## src/rtl/screen_pkg.sv

```systemverilog
// Shared types and defaults for the screen sequencer. Build with PAUSE_EN
// defined to add the PAUSED state.
package screen_pkg;

  localparam int RGB_W            = 12;
  localparam int SHOOT_FRAMES_DEF = 120;
  localparam int OVER_FRAMES_DEF  = 180;
  localparam int MAX_ROUNDS_DEF   = 3;
  localparam int V_ACTIVE_DEF     = 480;

`ifdef PAUSE_EN
  typedef enum logic [2:0] {
    TITLE  = 3'd0,
    SHOOT  = 3'd1,
    PLAY   = 3'd2,
    OVER   = 3'd3,
    PAUSED = 3'd4
  } state_e;

  // PAUSED shows as PLAY on the 2-bit screen code.
  function automatic logic [1:0] screen_code(input state_e s);
    logic [2:0] v;
    v = s;
    return (s == PAUSED) ? 2'd2 : v[1:0];
  endfunction
`else
  typedef enum logic [1:0] {
    TITLE = 2'd0,
    SHOOT = 2'd1,
    PLAY  = 2'd2,
    OVER  = 2'd3
  } state_e;

  function automatic logic [1:0] screen_code(input state_e s);
    return s;
  endfunction
`endif

endpackage

```

## src/rtl/screen_sequencer_if.sv

```systemverilog
// Video timing, button, renderer and VGA signals of the screen sequencer.
// The sequencer takes the slave side; the driving environment takes master.
interface screen_sequencer_if;
  import screen_pkg::*;

  logic [9:0]       Hcount;
  logic [9:0]       Vcount;
  logic             video_on;
  logic             start_btn;
  logic             pause_btn;
  logic             round_done;
  logic [RGB_W-1:0] title_rgb;
  logic [RGB_W-1:0] shoot_rgb;
  logic [RGB_W-1:0] game_rgb;
  logic [RGB_W-1:0] over_rgb;
  logic [3:0]       red;
  logic [3:0]       green;
  logic [3:0]       blue;
  logic             game_en;
  logic [3:0]       round_cnt;
  logic [1:0]       screen;

  // No valid/ready here: inputs are level/pulse signals sampled every clock,
  // outputs are registered and valid every clock after reset.
  modport slave (
    input  Hcount, Vcount, video_on, start_btn, pause_btn, round_done,
    input  title_rgb, shoot_rgb, game_rgb, over_rgb,
    output red, green, blue, game_en, round_cnt, screen
  );

  modport master (
    output Hcount, Vcount, video_on, start_btn, pause_btn, round_done,
    output title_rgb, shoot_rgb, game_rgb, over_rgb,
    input  red, green, blue, game_en, round_cnt, screen
  );
endinterface

```

## src/rtl/screen_sequencer_btn_sync_edge.sv

```systemverilog
// Two-flop synchroniser for an asynchronous button followed by a
// one-cycle rising-edge pulse.
module btn_sync_edge (
  input  logic clk,
  input  logic rst_n,
  input  logic btn,
  output logic rise
);
  logic s1_q, s1_d;
  logic s2_q, s2_d;
  logic prev_q, prev_d;

  always_comb begin
    s1_d   = btn;
    s2_d   = s1_q;
    prev_d = s2_q;
  end

  always_ff @(posedge clk or negedge rst_n) begin
    if (!rst_n) begin
      s1_q   <= 1'b0;
      s2_q   <= 1'b0;
      prev_q <= 1'b0;
    end else begin
      s1_q   <= s1_d;
      s2_q   <= s2_d;
      prev_q <= prev_d;
    end
  end

  assign rise = s2_q & ~prev_q;
endmodule

```

## src/rtl/screen_sequencer.sv

```systemverilog
// Game-flow screen sequencer: TITLE/SHOOT/PLAY/OVER, frame-aligned changes,
// registered RGB mux. PAUSE_EN adds a PAUSED state driven by pause_btn.
module screen_sequencer
  import screen_pkg::*;
#(
  parameter int SHOOT_FRAMES = SHOOT_FRAMES_DEF,
  parameter int OVER_FRAMES  = OVER_FRAMES_DEF,
  parameter int MAX_ROUNDS   = MAX_ROUNDS_DEF,
  parameter int V_ACTIVE     = V_ACTIVE_DEF
) (
  input logic               clk,
  input logic               rst_n,
  screen_sequencer_if.slave bus
);
  state_e           state_q, state_d;
  logic [3:0]       round_cnt_q, round_cnt_d;
  logic [7:0]       frame_cnt_q, frame_cnt_d;
  logic             game_en_q, game_en_d;
  logic [RGB_W-1:0] rgb_q, rgb_d;
  logic             start_pend_q, start_pend_d;
  logic             round_pend_q, round_pend_d;
  logic             start_rise;
  logic             frame_tick;
  logic             hold_cnt;
  logic             round_clr;

  assign frame_tick = (bus.Hcount == 10'd0) && (bus.Vcount == 10'(V_ACTIVE));

  btn_sync_edge u_start_sync (
    .clk   (clk),
    .rst_n (rst_n),
    .btn   (bus.start_btn),
    .rise  (start_rise)
  );

`ifdef PAUSE_EN
  logic pause_rise;
  logic pause_pend_q, pause_pend_d;

  btn_sync_edge u_pause_sync (
    .clk   (clk),
    .rst_n (rst_n),
    .btn   (bus.pause_btn),
    .rise  (pause_rise)
  );
`else
  logic unused_pause;
  assign unused_pause = bus.pause_btn;
`endif

  always_comb begin
    state_d     = state_q;
    round_cnt_d = round_cnt_q;
    frame_cnt_d = frame_cnt_q;
    hold_cnt    = 1'b0;
    // Every tick either consumes or discards start_pend; round_pend survives
    // a tick only while paused. A fresh edge in the clearing cycle still sets.
    round_clr    = frame_tick;
`ifdef PAUSE_EN
    round_clr    = frame_tick && (state_q != PAUSED);
    pause_pend_d = pause_rise | (pause_pend_q & ~frame_tick);
`endif
    start_pend_d = start_rise | (start_pend_q & ~frame_tick);
    round_pend_d = bus.round_done | (round_pend_q & ~round_clr);

    if (frame_tick) begin
      case (state_q)
        TITLE: if (start_pend_q) begin
          state_d     = SHOOT;
          round_cnt_d = 4'd0;
        end
        SHOOT: if (frame_cnt_q == 8'(SHOOT_FRAMES - 1)) state_d = PLAY;
        PLAY: begin
          if (round_pend_q) begin
            if (round_cnt_q < 4'(MAX_ROUNDS - 1)) begin
              round_cnt_d = round_cnt_q + 4'd1;
              state_d     = SHOOT;
            end else begin
              state_d = OVER;
            end
          end
`ifdef PAUSE_EN
          else if (pause_pend_q) state_d = PAUSED;
`endif
        end
        OVER: if (start_pend_q || (frame_cnt_q == 8'(OVER_FRAMES - 1))) state_d = TITLE;
`ifdef PAUSE_EN
        PAUSED: if (pause_pend_q) state_d = PLAY;
`endif
        default: state_d = TITLE;
      endcase

`ifdef PAUSE_EN
      hold_cnt = (state_q == PAUSED) || (state_d == PAUSED);
`endif
      if (hold_cnt)                 frame_cnt_d = frame_cnt_q;
      else if (state_d != state_q)  frame_cnt_d = 8'd0;
      else if (frame_cnt_q != 8'hFF) frame_cnt_d = frame_cnt_q + 8'd1;
    end

    game_en_d = (state_d == PLAY);

    case (state_q)
      TITLE:   rgb_d = bus.title_rgb;
      SHOOT:   rgb_d = bus.shoot_rgb;
      PLAY:    rgb_d = bus.game_rgb;
      OVER:    rgb_d = bus.over_rgb;
`ifdef PAUSE_EN
      PAUSED:  rgb_d = {1'b0, bus.game_rgb[11:9], 1'b0, bus.game_rgb[7:5],
                        1'b0, bus.game_rgb[3:1]};
`endif
      default: rgb_d = '0;
    endcase
    if (!bus.video_on) rgb_d = '0;
  end

  always_ff @(posedge clk or negedge rst_n) begin
    if (!rst_n) begin
      state_q      <= TITLE;
      round_cnt_q  <= 4'd0;
      frame_cnt_q  <= 8'd0;
      game_en_q    <= 1'b0;
      rgb_q        <= '0;
      start_pend_q <= 1'b0;
      round_pend_q <= 1'b0;
`ifdef PAUSE_EN
      pause_pend_q <= 1'b0;
`endif
    end else begin
      state_q      <= state_d;
      round_cnt_q  <= round_cnt_d;
      frame_cnt_q  <= frame_cnt_d;
      game_en_q    <= game_en_d;
      rgb_q        <= rgb_d;
      start_pend_q <= start_pend_d;
      round_pend_q <= round_pend_d;
`ifdef PAUSE_EN
      pause_pend_q <= pause_pend_d;
`endif
    end
  end

  assign bus.red       = rgb_q[11:8];
  assign bus.green     = rgb_q[7:4];
  assign bus.blue      = rgb_q[3:0];
  assign bus.game_en   = game_en_q;
  assign bus.round_cnt = round_cnt_q;
  assign bus.screen    = screen_code(state_q);
endmodule
```

## src/flat_wrapper.sv

```systemverilog
// flat-port wrapper written by rule: the top's interface ports become plain ports
module screen_sequencer_flat import screen_pkg::*;
#(
  parameter int SHOOT_FRAMES = SHOOT_FRAMES_DEF,
  parameter int OVER_FRAMES  = OVER_FRAMES_DEF,
  parameter int MAX_ROUNDS   = MAX_ROUNDS_DEF,
  parameter int V_ACTIVE     = V_ACTIVE_DEF
)
  (clk, rst_n, bus_Hcount, bus_Vcount, bus_video_on, bus_start_btn, bus_pause_btn, bus_round_done, bus_title_rgb, bus_shoot_rgb, bus_game_rgb, bus_over_rgb, bus_red, bus_green, bus_blue, bus_game_en, bus_round_cnt, bus_screen);
  screen_sequencer_if bus_i ();
  input logic clk;
  input logic rst_n;
  input wire logic [$bits(bus_i.Hcount)-1:0] bus_Hcount;
  input wire logic [$bits(bus_i.Vcount)-1:0] bus_Vcount;
  input wire logic [$bits(bus_i.video_on)-1:0] bus_video_on;
  input wire logic [$bits(bus_i.start_btn)-1:0] bus_start_btn;
  input wire logic [$bits(bus_i.pause_btn)-1:0] bus_pause_btn;
  input wire logic [$bits(bus_i.round_done)-1:0] bus_round_done;
  input wire logic [$bits(bus_i.title_rgb)-1:0] bus_title_rgb;
  input wire logic [$bits(bus_i.shoot_rgb)-1:0] bus_shoot_rgb;
  input wire logic [$bits(bus_i.game_rgb)-1:0] bus_game_rgb;
  input wire logic [$bits(bus_i.over_rgb)-1:0] bus_over_rgb;
  output wire logic [$bits(bus_i.red)-1:0] bus_red;
  output wire logic [$bits(bus_i.green)-1:0] bus_green;
  output wire logic [$bits(bus_i.blue)-1:0] bus_blue;
  output wire logic [$bits(bus_i.game_en)-1:0] bus_game_en;
  output wire logic [$bits(bus_i.round_cnt)-1:0] bus_round_cnt;
  output wire logic [$bits(bus_i.screen)-1:0] bus_screen;
  assign bus_i.Hcount = bus_Hcount;
  assign bus_i.Vcount = bus_Vcount;
  assign bus_i.video_on = bus_video_on;
  assign bus_i.start_btn = bus_start_btn;
  assign bus_i.pause_btn = bus_pause_btn;
  assign bus_i.round_done = bus_round_done;
  assign bus_i.title_rgb = bus_title_rgb;
  assign bus_i.shoot_rgb = bus_shoot_rgb;
  assign bus_i.game_rgb = bus_game_rgb;
  assign bus_i.over_rgb = bus_over_rgb;
  assign bus_red = bus_i.red;
  assign bus_green = bus_i.green;
  assign bus_blue = bus_i.blue;
  assign bus_game_en = bus_i.game_en;
  assign bus_round_cnt = bus_i.round_cnt;
  assign bus_screen = bus_i.screen;
  screen_sequencer #(.SHOOT_FRAMES(SHOOT_FRAMES), .OVER_FRAMES(OVER_FRAMES), .MAX_ROUNDS(MAX_ROUNDS), .V_ACTIVE(V_ACTIVE)) u_core (.clk(clk), .rst_n(rst_n), .bus(bus_i));
endmodule
```

## config.mk

```make
export PLATFORM = sky130hd
export DESIGN_NAME = screen_sequencer_flat
export DESIGN_NICKNAME = d
export VERILOG_FILES = /design/src/rtl/screen_pkg.sv /design/src/rtl/screen_sequencer_if.sv /design/src/rtl/screen_sequencer_btn_sync_edge.sv /design/src/rtl/screen_sequencer.sv /design/src/flat_wrapper.sv
export SDC_FILE = /design/constraint.sdc
export NUM_CORES = 1
export LEC_CHECK = 0
export ABC_AREA = 1
export ABC_CLOCK_PERIOD_IN_PS = 2100
export CORE_ASPECT_RATIO = 1.75
export CORE_MARGIN = 2
export CORE_UTILIZATION = 40
export DETAILED_ROUTE_END_ITERATION = 8
export PLACE_DENSITY = 0.87
export SETUP_SLACK_MARGIN = 0.3
export SYNTH_ARGS = -nofsm -noshare
export SYNTH_HDL_FRONTEND = slang
export SYNTH_SLANG_ARGS = --single-unit
```

## constraint.sdc

```tcl
create_clock -name clk -period 2.1 [get_ports clk]
set_input_delay 0.63 -clock clk [delete_from_list [all_inputs] [get_ports clk]]
set_output_delay 0.63 -clock clk [all_outputs]
set_load 0.1 [all_outputs]
```

==> results of run 1 <==
cell usage in the layout, fill, tap and decap left out, drive strengths merged, types with 2 or more instances in the layout:
cell type,netlist,final
nand2,61,61
clkdlybuf4s50,0,52
nand3,12,12
ha,2,2
nor2,22,22
dlymetal6s2s,0,12
buf,3,36
inv,29,29
dfrtp,32,32
nand4,10,10
dlygate4sd2,0,8
nor3,6,6
o21ai,17,17
a21oi,15,15
clkbuf,6,5
a221oi,12,12
xor2,4,4
cell usage after synthesis, types with 4 or more instances:
library cell,count,share of area [%]
nand2_1,57,12
dfrtp_1,32,43
inv_1,25,5.1
nor2_1,20,4.0
o21ai_0,15,4.0
a21oi_1,14,3.8
a221oi_1,12,5.7
nand3_1,11,3.0
nand4_1,10,3.4
clkbuf_1,5,1.0
inv_2,4,0.81
nand2_2,4,1.3
nor3_1,4,1.1
xor2_1,4,1.9
per-stage QoR:
stage	instances	cell area, um2	setup TNS [ns]
after floorplan	239	1860	0
after global placement	382	3060	-0.638
after detailed placement	382	3060	-1.39
after CTS	392	3220	0
after global routing	397	3380	0
final	397	3380	0
cell families after synthesis:
logic type / Yosys count / synth area share [%]
buf+inv: 38 / 8.21
simple gates: 113 / 28.4
xor+xnor: 5 / 2.36
fa+ha+maj: 2 / 1.35
compound gates: 49 / 16.6
flops: 32 / 43.1
final cells by class:
class / count / area (um2) / area share, %
repair buffers: 108 / 1260 / 37.4
well taps: 51 / 63.8 / 1.89
clock inverters: 3 / 42.5 / 1.26
multi-input cells: 169 / 1030 / 30.4
clock buffers: 5 / 68.8 / 2.03
inverters: 29 / 114 / 3.37
flip-flops and latches: 32 / 803 / 23.7
worst paths after layout:
kind,start,endpoint,depth (start not counted),slack [ns]
min in group asynchronous,rst_n,u_core.rgb_q[11],2,0.74
max,u_core.bus.screen[1],u_core.bus.screen[1],9,0.36
max reg2reg,u_core.bus.screen[1],u_core.bus.screen[1],9,0.36
max in group asynchronous,rst_n,u_core.bus.screen[0],2,1.04
min,u_core.u_start_sync.s1_q,u_core.u_start_sync.prev_d,0,0.38
min reg2reg,u_core.u_start_sync.s1_q,u_core.u_start_sync.prev_d,0,0.38
sequential cells by signal (all words and copies together) (netlist names):
register and flops:
u_core.bus.game_en 1, u_core.u_start_sync.s1_q 1, u_core.u_start_sync.prev_q 1, u_core.bus.round_cnt 4, u_core.bus.screen 2, u_core.u_start_sync.prev_d 1, u_core.rgb_q 12, u_core.start_pend_q 1
u_core.round_pend_q 1, u_core.frame_cnt_q 8
metal layers:
layer | vias up | wire length [um] | GRT usage (%)
met3 | 29 | 321 | 4.96
met2 | 101 | 3860 | 44.8
li1 | 1014 | - | -
met4 | 0 | 290 | 12.6
met5 | - | 0 | 0
met1 | 1083 | 2290 | 25.1
power groups by stage:
stage               clock network [mW]  logic (mW)  registers, mW
global route                     0.635       0.347          0.643
global placement                     0       0.325          0.653
floorplan                            0      0.0289          0.734
CTS                              0.601       0.331          0.642
finish                           0.599       0.331          0.642
detailed placement                   0       0.331          0.653
worst max-delay path, stage by stage, from the launching register on:
cell and delay, ns:
dfrtp_2 0.50, inv_6 0.20, nor2_8 0.06, nand2_1 0.06, nand2_1 0.09, a21oi_1 0.23
nand2_1 0.17, nand2_2 0.11, o21ai_2 0.07, buf_4 0.13
timing repair:
item | in CTS | in global routing
gates cloned | 1 | 0
hold buffers | 0 | 0
hold endpoints to repair | 0 | 0
setup endpoints to repair | 16 | 17
buffers inserted | 1 | 5
pin swaps | 12 | 23
gates resized for setup | 24 | 39
==> results.ini, run 1 <==
[power_and_ir_drop]
p_int_mw = 1.16
pwr_density_cell_nw_per_um2 = 465
power.leakage_nw = 1.62
switchingPower_uw = 416
ir_worst_vdd_mv = 0.764
clkPwrFrac_pct = 38.1
switching_share_pct = 26.4
seq_power_share_pct = 40.8
pwr-share-comb_pct = 21.1
total_power_mw = 1.57

[place]
hpwl_um = 4560
place.gp.congestion = 0.816
portBuffers = 91
dp_slack_ns = -0.152

[route]
firstDrtPassIters = 5
postRouteAntennaNets = 0
via_count = 2227
drt-initial-drc-count = 95
drc = 0
wl_per_cell_um = 17.0
viasPerCell = 5.61
drt-total-wl_um = 6750

[job]
maxCapViolCount = 0

[timing]
rsz0062_at_grt = false
clock.fmax_mhz = 574
tightestPinTransition_ns = 0.425
relSlewSlack_pct = 71.7
timing.hold.ws_ns = 0.378
fin_skew_ns = 0.00291
finalCriticalPeriod_ns = 1.74
fin_crit_sh_pct = 82.9
final-setup-viol-count = 0
setup_slack_ns = 0.359
finalHoldViolCount = 0
report.final.slew_viol_count = 0

[yosys]
syn_inst = 239
ys_warn_count = 0
yosysSeqAreaShare_pct = 43.1
syn_area_per_cell_um2 = 7.77
synth_area_um2 = 1860
synth_edf_count = 0
synth.distinct_cells = 33
ys_ff_latch = 32
synth-main-ff-cell = dfrtp_1
synth_nets = 315
async_reset_ff_share_pct = 100

[layout]
utilization_pct = 76.1
final_nets = 421
fillerInstances = 263
n_antenna_cell = 0
drive_above_1_share_pct = 25.4
area_growth_pct = 82.1

[global_routing]
grt_pass1_wl_um = 9870
grt_max_degree = 33
overflow = 0
grt_use_total_pct = 24.2
antenna_found_initial = 0
grt_pass1_vias = 2136

[worst_setup_path]
critPathKind = flip-flop to flip-flop
crit_fanout = 17
startpoint_type = flip-flop
cp-end-kind = flip-flop
cp.required_ns = 2.29
worstPathArrival_ns = 1.93

[clock_tree]
cts_sinks = 32
cts_tree = yes
clock_latency_ns = 0.29
cts_buffers = 5
htreeDepth = 2
clkTransAtPathRegs_ns = 0.07
cts-root-to-sink-buffers = 2
cts_root_buf = clkbuf_8

[die]
floorplan.initialDensity_pct = 41.8
io_pins = 93
rows = 32
die_h_um = 94.2
core_um2 = 4440
die_area_um2 = 5230
die_w_um = 55.5

[hold_path]
hold_path_class = flip-flop to flip-flop

[outcome]
outcome = finished clean

(Power assumes the default switching activity.)
==> inputs of run 2 (changes only) <==
- ABC_CLOCK_PERIOD_IN_PS: 2100 -> 1600
- CORE_UTILIZATION: 40 -> 36
- PLACE_DENSITY: 0.87 -> 0.83
- clock period: 2.1 -> 1.6 ns (I/O delays scaled with it)
==> results.ini, run 2 (synthesized netlist as in run 1, its figures left out) <==
[timing]
fin_skew_ns = 0.0101  ; +0.00715 ns
fin_crit_sh_pct = 103  ; +20 points
clock.fmax_mhz = 605  ; +5.4%
rsz0062_at_grt = true
report.final.slew_viol_count = 0  ; unchanged
finalHoldViolCount = 0  ; unchanged
finalCriticalPeriod_ns = 1.65  ; -0.0894 ns
tightestPinTransition_ns = 0.350  ; -0.0752 ns
setup_slack_ns = -0.0516  ; -0.411 ns
relSlewSlack_pct = 76.6  ; +4.9 points
tns_ns = -0.268  ; -0.268 ns
final-setup-viol-count = 9  ; +9

[power_and_ir_drop]
ir_worst_vdd_mv = 0.670  ; -12%
switching_share_pct = 25.7  ; -0.79 points
pwr_density_cell_nw_per_um2 = 591  ; +27%
pwr-share-comb_pct = 20.9  ; -0.2 points
switchingPower_uw = 559  ; +34%
clkPwrFrac_pct = 40.2  ; +2.1 points
p_int_mw = 1.62  ; +40%
power.leakage_nw = 1.62  ; +0.26%
seq_power_share_pct = 38.9  ; -1.9 points

[outcome]
outcome = finished, violations left
violations = setup timing

[worst_setup_path]
r2r-end = u_core.bus.round_cnt[2]
cp-end-kind = flip-flop
cp_slowest_stage_delay_ns = 0.56  ; +0.06 ns
crit_path_top_delay_cell = dfrtp_4
crit_top_cell = buf_4
worstPathCellList = buf_4 > buf_4 > a211oi_4 > nand2_2 > nor2_2 > a21oi_1
worstPathArrival_ns = 1.83  ; -0.10 ns
cp.required_ns = 1.78  ; -0.51 ns
ff2ff_setup_slack_ns = -0.05  ; -0.41 ns
crit_fanout = 6  ; -11
critPathKind = flip-flop to flip-flop
startpoint_type = flip-flop
reg2regPathDepth = 6  ; -3
r2r-start = u_core.bus.screen[0]
path_delay_family = flip-flops
cp_num_buf_inv = 2  ; unchanged

[global_routing]
grt_use_total_pct = 25.3  ; +1.1 points
grt_pass1_vias = 2498  ; +17%
grt_pass1_wl_um = 11100  ; +12%
antenna_found_initial = 0  ; unchanged
grt_max_degree = 33  ; unchanged
overflow = 0  ; unchanged

[place]
dp.cells = 390  ; +2.1%
detailed_place.area_um2 = 3220  ; +5.5%
portBuffers = 91  ; unchanged
place.gp.congestion = 0.792  ; -3.0%
hpwl_um = 4600  ; +0.73%

[hold_path]
hold_path_class = flip-flop to flip-flop
hold_path_end = u_core.u_start_sync.prev_d
whs_path_depth = 0  ; unchanged
hp-start = u_core.u_start_sync.s1_q

[layout]
stdcell_count = 412  ; +3.8%
area_growth_pct = 98.2
final_area_um2 = 3680  ; +8.8%
mostFrequentLayoutCells = clkdlybuf4s50_1, nand2_1, buf_4, buf_12, dfrtp_2
final_common_cell = clkdlybuf4s50_1
largest_register = u_core.rgb_q
final_nets = 433  ; +2.9%
largest_register_ffs = 12  ; unchanged
fillerInstances = 298  ; +13%
utilization_pct = 74.0  ; -2.1 points
drive_above_1_share_pct = 48.9  ; +23 points
n_antenna_cell = 0  ; unchanged

[clock_tree]
cts_hold_buf = 0  ; unchanged
cts_sinks = 32  ; unchanged
clock_latency_ns = 0.30  ; about the same
cts-root-to-sink-buffers = 2  ; unchanged
cts_buffers = 5  ; unchanged
htreeDepth = 2  ; unchanged
cts_root_buf = clkbuf_8
clkTransAtPathRegs_ns = 0.08  ; about the same
cts_tree = yes

[route]
drc = 0  ; unchanged
postRouteAntennaNets = 0  ; unchanged
wl_met1_um = 2390  ; +4.4%
via_count = 2304  ; +3.5%
firstDrtPassIters = 4  ; -1
viasPerCell = 5.59  ; -0.31%
wl_per_cell_um = 18.4  ; +7.9%
drt-total-wl_um = 7560  ; +12%
drt-initial-drc-count = 67  ; -29%
route.met2.wl_um = 4250  ; +10%
maxUsedRoutingLayer = met4
wl_met3_um = 484  ; +51%

[die]
io_pins = 93  ; unchanged
floorplan.initialDensity_pct = 37.3  ; -4.5 points
die_area_um2 = 5770  ; +10%
die_w_um = 58.3  ; +5.0%
core_um2 = 4980  ; +12%
die_h_um = 99.0  ; +5.2%
rows = 34  ; +6.3%

[job]
maxCapViolCount = 0  ; unchanged

-- run 2: cell count changes in the layout (fill, tap and decap cells not counted), moves of 5 or more --
cell	before	now
dfrtp_1	30	10
dfrtp_2	2	20
nand2_1	51	37
dlymetal6s2s_1	12	0
buf_4	13	24
nand2_2	7	18
a221oi_1	12	2
a221oi_2	0	10
dlygate4sd2_1	8	0
buf_2	0	6
clkbuf_2	0	6
buf_6	4	9
nor2_1	14	9
-- run 2: worst max path at each step --
stage,endpoint,slack (ns),from,cells after the start
after CTS,bus_screen[1],0.06,u_core.bus.screen[1],1
after global routing,u_core.frame_cnt_q[7],-0.12,u_core.frame_cnt_q[1],11
after floorplan,u_core.frame_cnt_q[3],0.01,u_core.bus.screen[0],10
after detailed placement,u_core.bus.round_cnt[1],-0.50,bus_Vcount[5],9
final,u_core.bus.round_cnt[2],-0.05,u_core.bus.screen[0],6
after global placement,u_core.frame_cnt_q[3],-0.44,bus_Hcount[9],9
-- run 2: final cells by class --
class                   count  area [um2]  share of cell area [%]
well taps                  54        67.6                    1.83
inverters                  29         120                    3.26
flip-flops and latches     32         833                    22.6
multi-input cells         169        1230                    33.5
clock buffers               7        96.3                    2.62
repair buffers            120        1300                    35.4
clock inverters             1        30.0                   0.815
-- run 2: power groups by stage --
stage	clock (mW)	combinational, mW	sequential (mW)
after global routing	0.902	0.477	0.848
after floorplan	0	0.0415	0.967
after detailed placement	0	0.443	0.862
after global placement	0	0.436	0.861
final	0.875	0.455	0.847
after CTS	0.871	0.436	0.847
-- run 2: metrics by stage --
stage / power (mW) / hold slack [ns] / worst slack, ns
after floorplan: 1.01 / 0.184 / 0.0135
after global placement: 1.30 / 0.340 / -0.444
after detailed placement: 1.31 / 0.343 / -0.499
after CTS: 2.15 / 0.358 / 0.0601
after global routing: 2.23 / 0.370 / -0.121
final: 2.18 / 0.358 / -0.0516
-- run 2: layer usage --
layer,vias to the layer above,global-route usage (%)
met4,0,15.0
met1,1087,23.8
met5,-,0
met2,136,47.6
li1,1041,-
met3,40,4.72
-- run 2: worst register-to-register path, stage by stage, from the launching register on --
cell,delay [ns]
dfrtp_4,0.56
buf_4,0.19
buf_4,0.15
a211oi_4,0.33
nand2_2,0.09
nor2_2,0.14
a21oi_1,0.07
-- run 2: what timing repair did --
| action | 4_1_cts | 5_1_grt |
|---|---|---|
| endpoints found under the hold margin | 0 | 0 |
| endpoints found under the setup margin | 48 | 48 |
| pin swaps | 28 | 39 |
| resized for setup | 96 | 49 |
| setup buffers | 11 | 3 |
==> inputs of run 3 (changes only) <==
- SLEW_MARGIN: default -> 10
==> results of run 3 <==
No change in the layout: final DEF, timing and power equal those of run 2.
